**config.mk**
```make
export PLATFORM = sky130hd
export DESIGN_NAME = func_ctrl
export DESIGN_NICKNAME = d
export VERILOG_FILES = /design/src/rtl/func_pkg.sv /design/src/rtl/func_ctrl_tmr.sv /design/src/rtl/func_ctrl.sv
export SDC_FILE = /design/constraint.sdc
export NUM_CORES = 1
export LEC_CHECK = 0
export CAP_MARGIN = 40
export CORE_MARGIN = 8
export CORE_UTILIZATION = 50
export CTS_CLUSTER_DIAMETER = 30
export DETAILED_ROUTE_END_ITERATION = 10
export DONT_BUFFER_PORTS = 1
export GPL_ROUTABILITY_DRIVEN = 0
export PLACE_DENSITY = 0.66
export SLEW_MARGIN = 20
export SYNTH_ARGS = -nofsm -noshare
export SYNTH_HDL_FRONTEND = slang
export SYNTH_SLANG_ARGS = --single-unit
```
**constraint.sdc**
```tcl
create_clock -name clk_i -period 2.1 [get_ports clk_i]
set_input_delay 0.21 -clock clk_i [delete_from_list [all_inputs] [get_ports clk_i]]
set_output_delay 0.21 -clock clk_i [all_outputs]
set_load 0.005 [all_outputs]
```
**src/rtl/func_pkg.sv**
```systemverilog
// func_pkg: shared types and constants for the func_ctrl sequencer.
//   A_W / B_W          operand widths for the a^3 + isqrt(b) function unit
//   Y_W                result width (255^3 + 15 fits in 24 bits)
//   TIMEOUT_CYCLES_DEF default wait budget on the function unit
//   func_state_e       controller state encoding
package func_pkg;

  localparam int A_W = 8;
  localparam int B_W = 8;
  localparam int Y_W = 24;
  localparam int TIMEOUT_CYCLES_DEF = 255;

  typedef enum logic [2:0] {
    ST_IDLE      = 3'd0,
    ST_ARM       = 3'd1,
    ST_START     = 3'd2,
    ST_WAIT_BUSY = 3'd3,
    ST_WAIT_DONE = 3'd4,
    ST_RESP      = 3'd5
  } func_state_e;

endpackage

```
**src/rtl/func_ctrl_tmr.sv**
```systemverilog
// func_ctrl_tmr: timeout counter for the function-unit wait phase.
//   clk_i, rst_i  clock, asynchronous active-high reset
//   clr           zero the count (asserted on the cycle before waiting starts)
//   en            count this cycle (high while waiting on the unit)
//   expired       high on the waiting cycle whose increment brings the count
//                 to TIMEOUT_CYCLES, so a wait lasts at most TIMEOUT_CYCLES cycles
module func_ctrl_tmr
  import func_pkg::*;
#(
  parameter int TIMEOUT_CYCLES = TIMEOUT_CYCLES_DEF
) (
  input  logic clk_i,
  input  logic rst_i,
  input  logic clr,
  input  logic en,
  output logic expired
);

  localparam int CNT_W = $clog2(TIMEOUT_CYCLES + 1);
  localparam logic [CNT_W-1:0] CNT_LAST = CNT_W'(TIMEOUT_CYCLES - 1);

  logic [CNT_W-1:0] cnt_q;

  always_ff @(posedge clk_i or posedge rst_i) begin
    if (rst_i) begin
      cnt_q <= '0;
    end else if (clr) begin
      cnt_q <= '0;
    end else if (en) begin
      cnt_q <= cnt_q + 1'b1;
    end
  end

  // The controller leaves the wait states when this fires, so the count
  // never advances past TIMEOUT_CYCLES and cannot wrap.
  assign expired = en && (cnt_q == CNT_LAST);

endmodule

```
**src/rtl/func_ctrl.sv**
```systemverilog
// func_ctrl: handshake sequencer in front of a function unit computing
// a^3 + isqrt(b). Accepts one operand pair, waits for the unit to be free,
// pulses start, tracks the unit busy flag, and holds the result (or a
// timeout indication) until the host takes it.
//   clk_i, rst_i                       clock, asynchronous active-high reset
//   req_valid_i, req_a_i, req_b_i      host request
//   req_ready_o                        request accepted this cycle (IDLE)
//   fu_start_o, fu_a_o, fu_b_o         start pulse and held operands to the unit
//   fu_busy_i, fu_y_i                  unit busy flag and result
//   rsp_valid_o, rsp_ready_i           response handshake
//   rsp_y_o, rsp_timeout_o             captured result, abort flag
//   busy_o                             controller not idle
//
// state        | meaning
// IDLE         | waiting for a host request
// ARM          | operands latched, waiting for the unit to finish older work
// START        | one-cycle start pulse to the unit
// WAIT_BUSY    | waiting for the unit to raise busy
// WAIT_DONE    | waiting for the unit to drop busy
// RESP         | response held until the host accepts it
module func_ctrl
  import func_pkg::*;
#(
  parameter int TIMEOUT_CYCLES = TIMEOUT_CYCLES_DEF
) (
  input  logic           clk_i,
  input  logic           rst_i,
  input  logic           req_valid_i,
  input  logic [A_W-1:0] req_a_i,
  input  logic [B_W-1:0] req_b_i,
  output logic           req_ready_o,
  output logic           fu_start_o,
  output logic [A_W-1:0] fu_a_o,
  output logic [B_W-1:0] fu_b_o,
  input  logic           fu_busy_i,
  input  logic [Y_W-1:0] fu_y_i,
  output logic           rsp_valid_o,
  input  logic           rsp_ready_i,
  output logic [Y_W-1:0] rsp_y_o,
  output logic           rsp_timeout_o,
  output logic           busy_o
);

  func_state_e state_q, state_d;

  logic req_acc;
  logic cap_done;
  logic cap_timeout;
  logic tmr_clr;
  logic tmr_en;
  logic tmr_expired;

  func_ctrl_tmr #(
    .TIMEOUT_CYCLES(TIMEOUT_CYCLES)
  ) u_tmr (
    .clk_i   (clk_i),
    .rst_i   (rst_i),
    .clr     (tmr_clr),
    .en      (tmr_en),
    .expired (tmr_expired)
  );

  always_ff @(posedge clk_i or posedge rst_i) begin
    if (rst_i) begin
      state_q <= ST_IDLE;
    end else begin
      state_q <= state_d;
    end
  end

  always_comb begin
    state_d     = state_q;
    req_acc     = 1'b0;
    cap_done    = 1'b0;
    cap_timeout = 1'b0;
    req_ready_o = 1'b0;
    fu_start_o  = 1'b0;
    rsp_valid_o = 1'b0;
    busy_o      = 1'b1;
    tmr_clr     = 1'b0;
    tmr_en      = 1'b0;
    unique case (state_q)
      ST_IDLE: begin
        req_ready_o = 1'b1;
        busy_o      = 1'b0;
        if (req_valid_i) begin
          req_acc = 1'b1;
          state_d = ST_ARM;
        end
      end
      ST_ARM: begin
        if (!fu_busy_i) state_d = ST_START;
      end
      ST_START: begin
        fu_start_o = 1'b1;
        tmr_clr    = 1'b1;
        state_d    = ST_WAIT_BUSY;
      end
      ST_WAIT_BUSY: begin
        tmr_en = 1'b1;
        // Busy rising is not a completion, so an expired budget wins here.
        if (tmr_expired) begin
          cap_timeout = 1'b1;
          state_d     = ST_RESP;
        end else if (fu_busy_i) begin
          state_d = ST_WAIT_DONE;
        end
      end
      ST_WAIT_DONE: begin
        tmr_en = 1'b1;
        // A completion on the final budget cycle is still a good result.
        if (!fu_busy_i) begin
          cap_done = 1'b1;
          state_d  = ST_RESP;
        end else if (tmr_expired) begin
          cap_timeout = 1'b1;
          state_d     = ST_RESP;
        end
      end
      ST_RESP: begin
        rsp_valid_o = 1'b1;
        if (rsp_ready_i) state_d = ST_IDLE;
      end
      default: begin
        state_d = ST_IDLE;
      end
    endcase
  end

  always_ff @(posedge clk_i or posedge rst_i) begin
    if (rst_i) begin
      fu_a_o        <= '0;
      fu_b_o        <= '0;
      rsp_y_o       <= '0;
      rsp_timeout_o <= 1'b0;
    end else begin
      if (req_acc) begin
        fu_a_o <= req_a_i;
        fu_b_o <= req_b_i;
      end
      if (cap_done) begin
        rsp_y_o       <= fu_y_i;
        rsp_timeout_o <= 1'b0;
      end else if (cap_timeout) begin
        rsp_y_o       <= '0;
        rsp_timeout_o <= 1'b1;
      end
    end
  end

endmodule

```
# Word level (Yosys, flattened, before mapping)
# Index checks and enable logic that the tools add are counted.
# totals
in_bits	45
output_inout_bits	45
wordCells	50
register_bits	52
# classes
reduce_logical	6
muxes	26
n_addsub	1
eq_ne	11
# ops
cell	count
$mux W24	2
$mux W3	7
$pmux W3 S6	1
$mux W8	2
$mux W1	13
$add A8 B1 Y8 const B	1
$eq A8 B8 Y1 const B	1
$eq A3 B2 Y1 const B	2
$eq A3 B3 Y1 const B	2
$ne A2 B2 Y1 const B	3
$ne A3 B3 Y1 const B	2
$reduce_and A5 Y1	1
$reduce_bool A2 Y1	2
$eq A3 B1 Y1 const B	1
$logic_not A3 Y1	1
$pmux W1 S2	1
$reduce_or A2 Y1	1
$logic_and A1 B1 Y1	1

# Longest topological paths before layout
# logic_depth
depth_word	9
depth_mapped	8
depth_no_buf	6

# Cells and area by module
# From an unflattened synthesis, not the netlist that was laid out.
# unflattened
hier_cells	169
area_unflattened_um2	2158.3
# by_module_without_submodules
mod	area_each_um2	cells_per_inst	seq_area_each_um2	instances
func_ctrl	1739.2	127	1101.1	1
func_ctrl_tmr	419.2	42	200.2	1

# Least setup slack after synthesis
# No wires, ideal clock.
# synth_timing
kind	reg2reg
start	register state_q[1]
end	register fu_a_o[0]
arrival_time_ns	1.522
setup_ns	0.125
required_ns	1.975
stages_incl_launch_ff	9
path_slack_ns	0.453
path_buffers	3
period_less_slack_ns	1.647
path_cell_list	dfrtp_1 -> buf_6 -> nor2_1 -> nand2_1 -> inv_1 -> and2_1 -> buf_2 -> buf_6 -> mux2_2
# synth_between
elab_chain_cells	2
# synth_lines
item	line	text
start: declaration	func_ctrl.sv:44	func_state_e state_q, state_d;
start signal: assignment	func_ctrl.sv:67	state_q <= state_d;
$logic_not A3 Y1	func_ctrl.sv:82	unique case (state_q)
$mux W1	func_ctrl.sv:82	
end signal: assignment	func_ctrl.sv:138	fu_a_o <= req_a_i;
end: declaration	func_ctrl.sv:33	output logic [A_W-1:0] fu_a_o,
# No other way between the ends.
# A chain may end at the register's enable or synchronous reset.

# Worst setup path in the final report
# layout_timing
start	register state_q[2]
end	register fu_b_o[2]
# layout_between
elab_chain_cells	2
# layout_lines
item	line	text
$logic_not A3 Y1	func_ctrl.sv:82	
$mux W1	func_ctrl.sv:82	
end signal: assignment	func_ctrl.sv:139	fu_b_o <= req_b_i;
end: declaration	func_ctrl.sv:34	output logic [B_W-1:0] fu_b_o,
# No other way between the ends.

==> results.json <==
{
  "insertedDiodeCount": 0,
  "min_path_type": "primary input to flip-flop",
  "ys_types": 36,
  "clk_path_buf_depth": 2,
  "syn_avg_cell_area_um2": 11.96,
  "seq_area_frac_synth_pct": 56.09,
  "period_needed_ns": 1.815,
  "initial_core_util_pct": 52.55,
  "placedCellCount": 240,
  "fin_util_pct": 56.41,
  "final_antenna_net_count": 0,
  "grt_pass1_wl_um": 8480,
  "wl_per_cell_um": 20.74,
  "cts_tree": "built",
  "met1_length_um": 2038,
  "vias_per_cell": 6.340,
  "timing.final.crit_share_pct": 86.42,
  "met3_length_um": 603,
  "postCtsSetupBuffers": 0,
  "leakagePower_nw": 1.120,
  "drc": 0,
  "synth-compound-area-share_pct": 17.69,
  "core.rowCount": 24,
  "yosys-top-cells-area": "dfrtp_1 (56%), a22o_1 (9.1%), mux2_2 (8.3%), a21oi_1 (2.4%), a211oi_1 (1.9%)",
  "die_h_um": 84.12,
  "final_cells": 250,
  "drive_gt1_share_pct": 18.18,
  "timing.critical_path.buf_inv": 3,
  "netlist_area_um2": 2320,
  "end_kind": "flip-flop",
  "vias": 1585,
  "layout_commonest_cell": "dfrtp_1",
  "die-area_um2": 7075,
  "required_ns": 2.28,
  "antenna_found_initial": 0,
  "track_usage_pct": 14.35,
  "slowest_delay_ns": 0.48,
  "whs_ns": 0.05606,
  "fin_area_um2": 2490,
  "ir_drop_mv": 0.6160,
  "hold_viol_final": 0,
  "synth_mux_area_share_pct": 8.684,
  "critPathTopFamily": "buffers and inverters",
  "dp_hpwl_um": 3915,
  "synth_top_area_share_pct": 56.09,
  "yosys.area.top_type": "dfrtp_1",
  "clkLatencyLatePin_ns": 0.29,
  "yosys.area_share.simple_pct": 11.92,
  "overflow": 0,
  "critPathKind": "flip-flop to flip-flop",
  "ioPinCount": 90,
  "grt_max_degree": 53,
  "clock-sinks": 52,
  "cp-start-kind": "flip-flop",
  "layout_common_cells": "dfrtp_1 (52), a22o_1 (24), mux2_2 (17), a21oi_1 (11), nand2_1 (10)",
  "path_cells": "inv_1, nand2_1, inv_1, and2_1, buf_4, mux2_2",
  "yosys.area_share.adder_pct": 1.079,
  "crit_fanout": 16,
  "routed.top_layer": "met4",
  "crit_arrival_ns": 1.99,
  "rsz0062_at_grt": "false",
  "yosysWarnings": 0,
  "max_freq_mhz": 551.0,
  "wl_um": 5186,
  "maxCapViolations": 0,
  "skew_ns": 0.004910,
  "root_buffer": "clkbuf_8",
  "max_slew_margin_pct": 70.31,
  "finalSetupViolCount": 0,
  "crit_top_cell": "inv_1",
  "drt_iter0_markers": 82,
  "io_buffers": 0,
  "tns_ns": 0,
  "crit_path_top_delay_cell": "dfrtp_1",
  "cts_made_buffers": 5,
  "synthToLayoutAreaGrowth_pct": 7.336,
  "path_clk_slew_ns": 0.09,
  "ys_ff_latch": 52,
  "power_density_nw_per_um2": 1447,
  "syn_nets": 241,
  "grt_pass1_vias": 1550,
  "placed_area_um2": 2361,
  "synth-xor-area-share_pct": 0.3776,
  "core_region_area_um2": 4414,
  "firstDrtPassIters": 4,
  "htreeDepth": 2,
  "status": "complete, no violations",
  "tightest_slew_ns": 0.4444,
  "synth_cells": 194,
  "die_x_um": 84.12,
  "final_nets": 244,
  "met2_length_um": 2526,
  "maxSlewViolCount": 0,
  "synth_top_family_by_area": "compound AO/OA/AOI/OAI gates"
}
==> report_power, final <==
group | total (mW) | internal, mW | switching (mW) | leakage (nW)
sequential | 1.88 | 1.44 | 0.442 | 0.648
combinational | 1.07 | 0.555 | 0.518 | 0.417
clock | 0.647 | 0.354 | 0.294 | 0.0552
total | 3.60 | 2.35 | 1.25 | 1.12
==> flip-flops by register name, indices dropped and copies added, names as in the netlist <==
| register | flops |
|---|---|
| fu_a_o | 8 |
| fu_b_o | 8 |
| rsp_timeout_o | 1 |
| rsp_y_o | 24 |
| state_q | 3 |
| u_tmr.cnt_q | 8 |
==> path summary, 6_finish.rpt <==
path                       startpoint  cells past startpoint  slack (ns)     endpoint
setup / recovery           state_q[2]                      6        0.29    fu_b_o[2]
hold / removal             fu_y_i[20]                      1        0.06  rsp_y_o[20]
setup reg to reg           state_q[2]                      6        0.29    fu_b_o[2]
hold reg to reg            rsp_y_o[9]                      1        0.54   rsp_y_o[9]
max in group asynchronous       rst_i                      3        1.45  rsp_y_o[23]
min in group asynchronous       rst_i                      3        0.41    fu_a_o[4]
==> synthesized netlist by cell type <==
master,instances
a211oi_1,6
nor3_1,3
mux2i_1,1
clkbuf_1,2
a21o_1,1
nor2_4,1
and3_1,5
nand3b_1,1
a21oi_1,11
xnor2_1,1
a22o_1,24
o21ai_0,6
buf_1,1
a211oi_4,1
nand3_1,6
nand2_1,10
or3b_4,1
and4b_1,1
nor2_2,1
buf_2,5
nand4_1,3
or3_1,1
nand2b_1,5
and2_1,2
ha_1,2
inv_1,4
buf_6,4
nor2b_1,1
nor2_1,9
o211ai_1,1
a2111oi_0,1
a41oi_1,2
a311oi_1,1
nor3b_1,1
mux2_2,17
dfrtp_1,52
==> worst reg2reg max path: cells and delay by family, from the launching register on <==
kind / cells / cell delay, ns
and+or+nand+nor: 2 / 0.28
DFF: 1 / 0.48
buffers and inverters: 3 / 0.58
muxes: 1 / 0.37
==> layout make-up <==
class,instances,area (um2)
Inverter,4,15.01
Clock buffer,6,72.57
Timing Repair Buffer,8,78.83
Tap cell,52,65.06
Multi-Input combinational cell,126,922.1
Fill cell,410,1924
Clock inverter,2,35.03
Sequential cell,52,1301
==> cell families after synthesis <==
group | count (synthesis)
AOI/OAI and AO/OA | 54
xor gates and xnor gates | 1
adders and majority gates | 2
buffers and inverters | 16
DFF | 52
muxes | 18
and+or+nand+nor | 51
==> through the flow <==
step / total power [mW] / worst slack [ns]
2_1_floorplan: 2.670 / 0.4531
3_3_place_gp: 2.918 / 0.2685
3_5_place_dp: 2.988 / 0.1438
4_1_cts: 3.652 / 0.1038
5_1_grt: 3.865 / 0.1517
6_report: 3.604 / 0.2852
==> routing by layer <==
layer	up-vias	GRT usage (%)
met5	-	0
met4	0	3.454
met3	2	6.836
met2	70	22.42
met1	794	17.39
li1	719	-
==> repair_timing <==
action,in CTS,in global routing
hold buffers,1,0
setup endpoints to repair,0,0
hold endpoints to repair,52,0
gates resized for setup,0,0
Note: power is estimated with default switching activity, not from simulation.
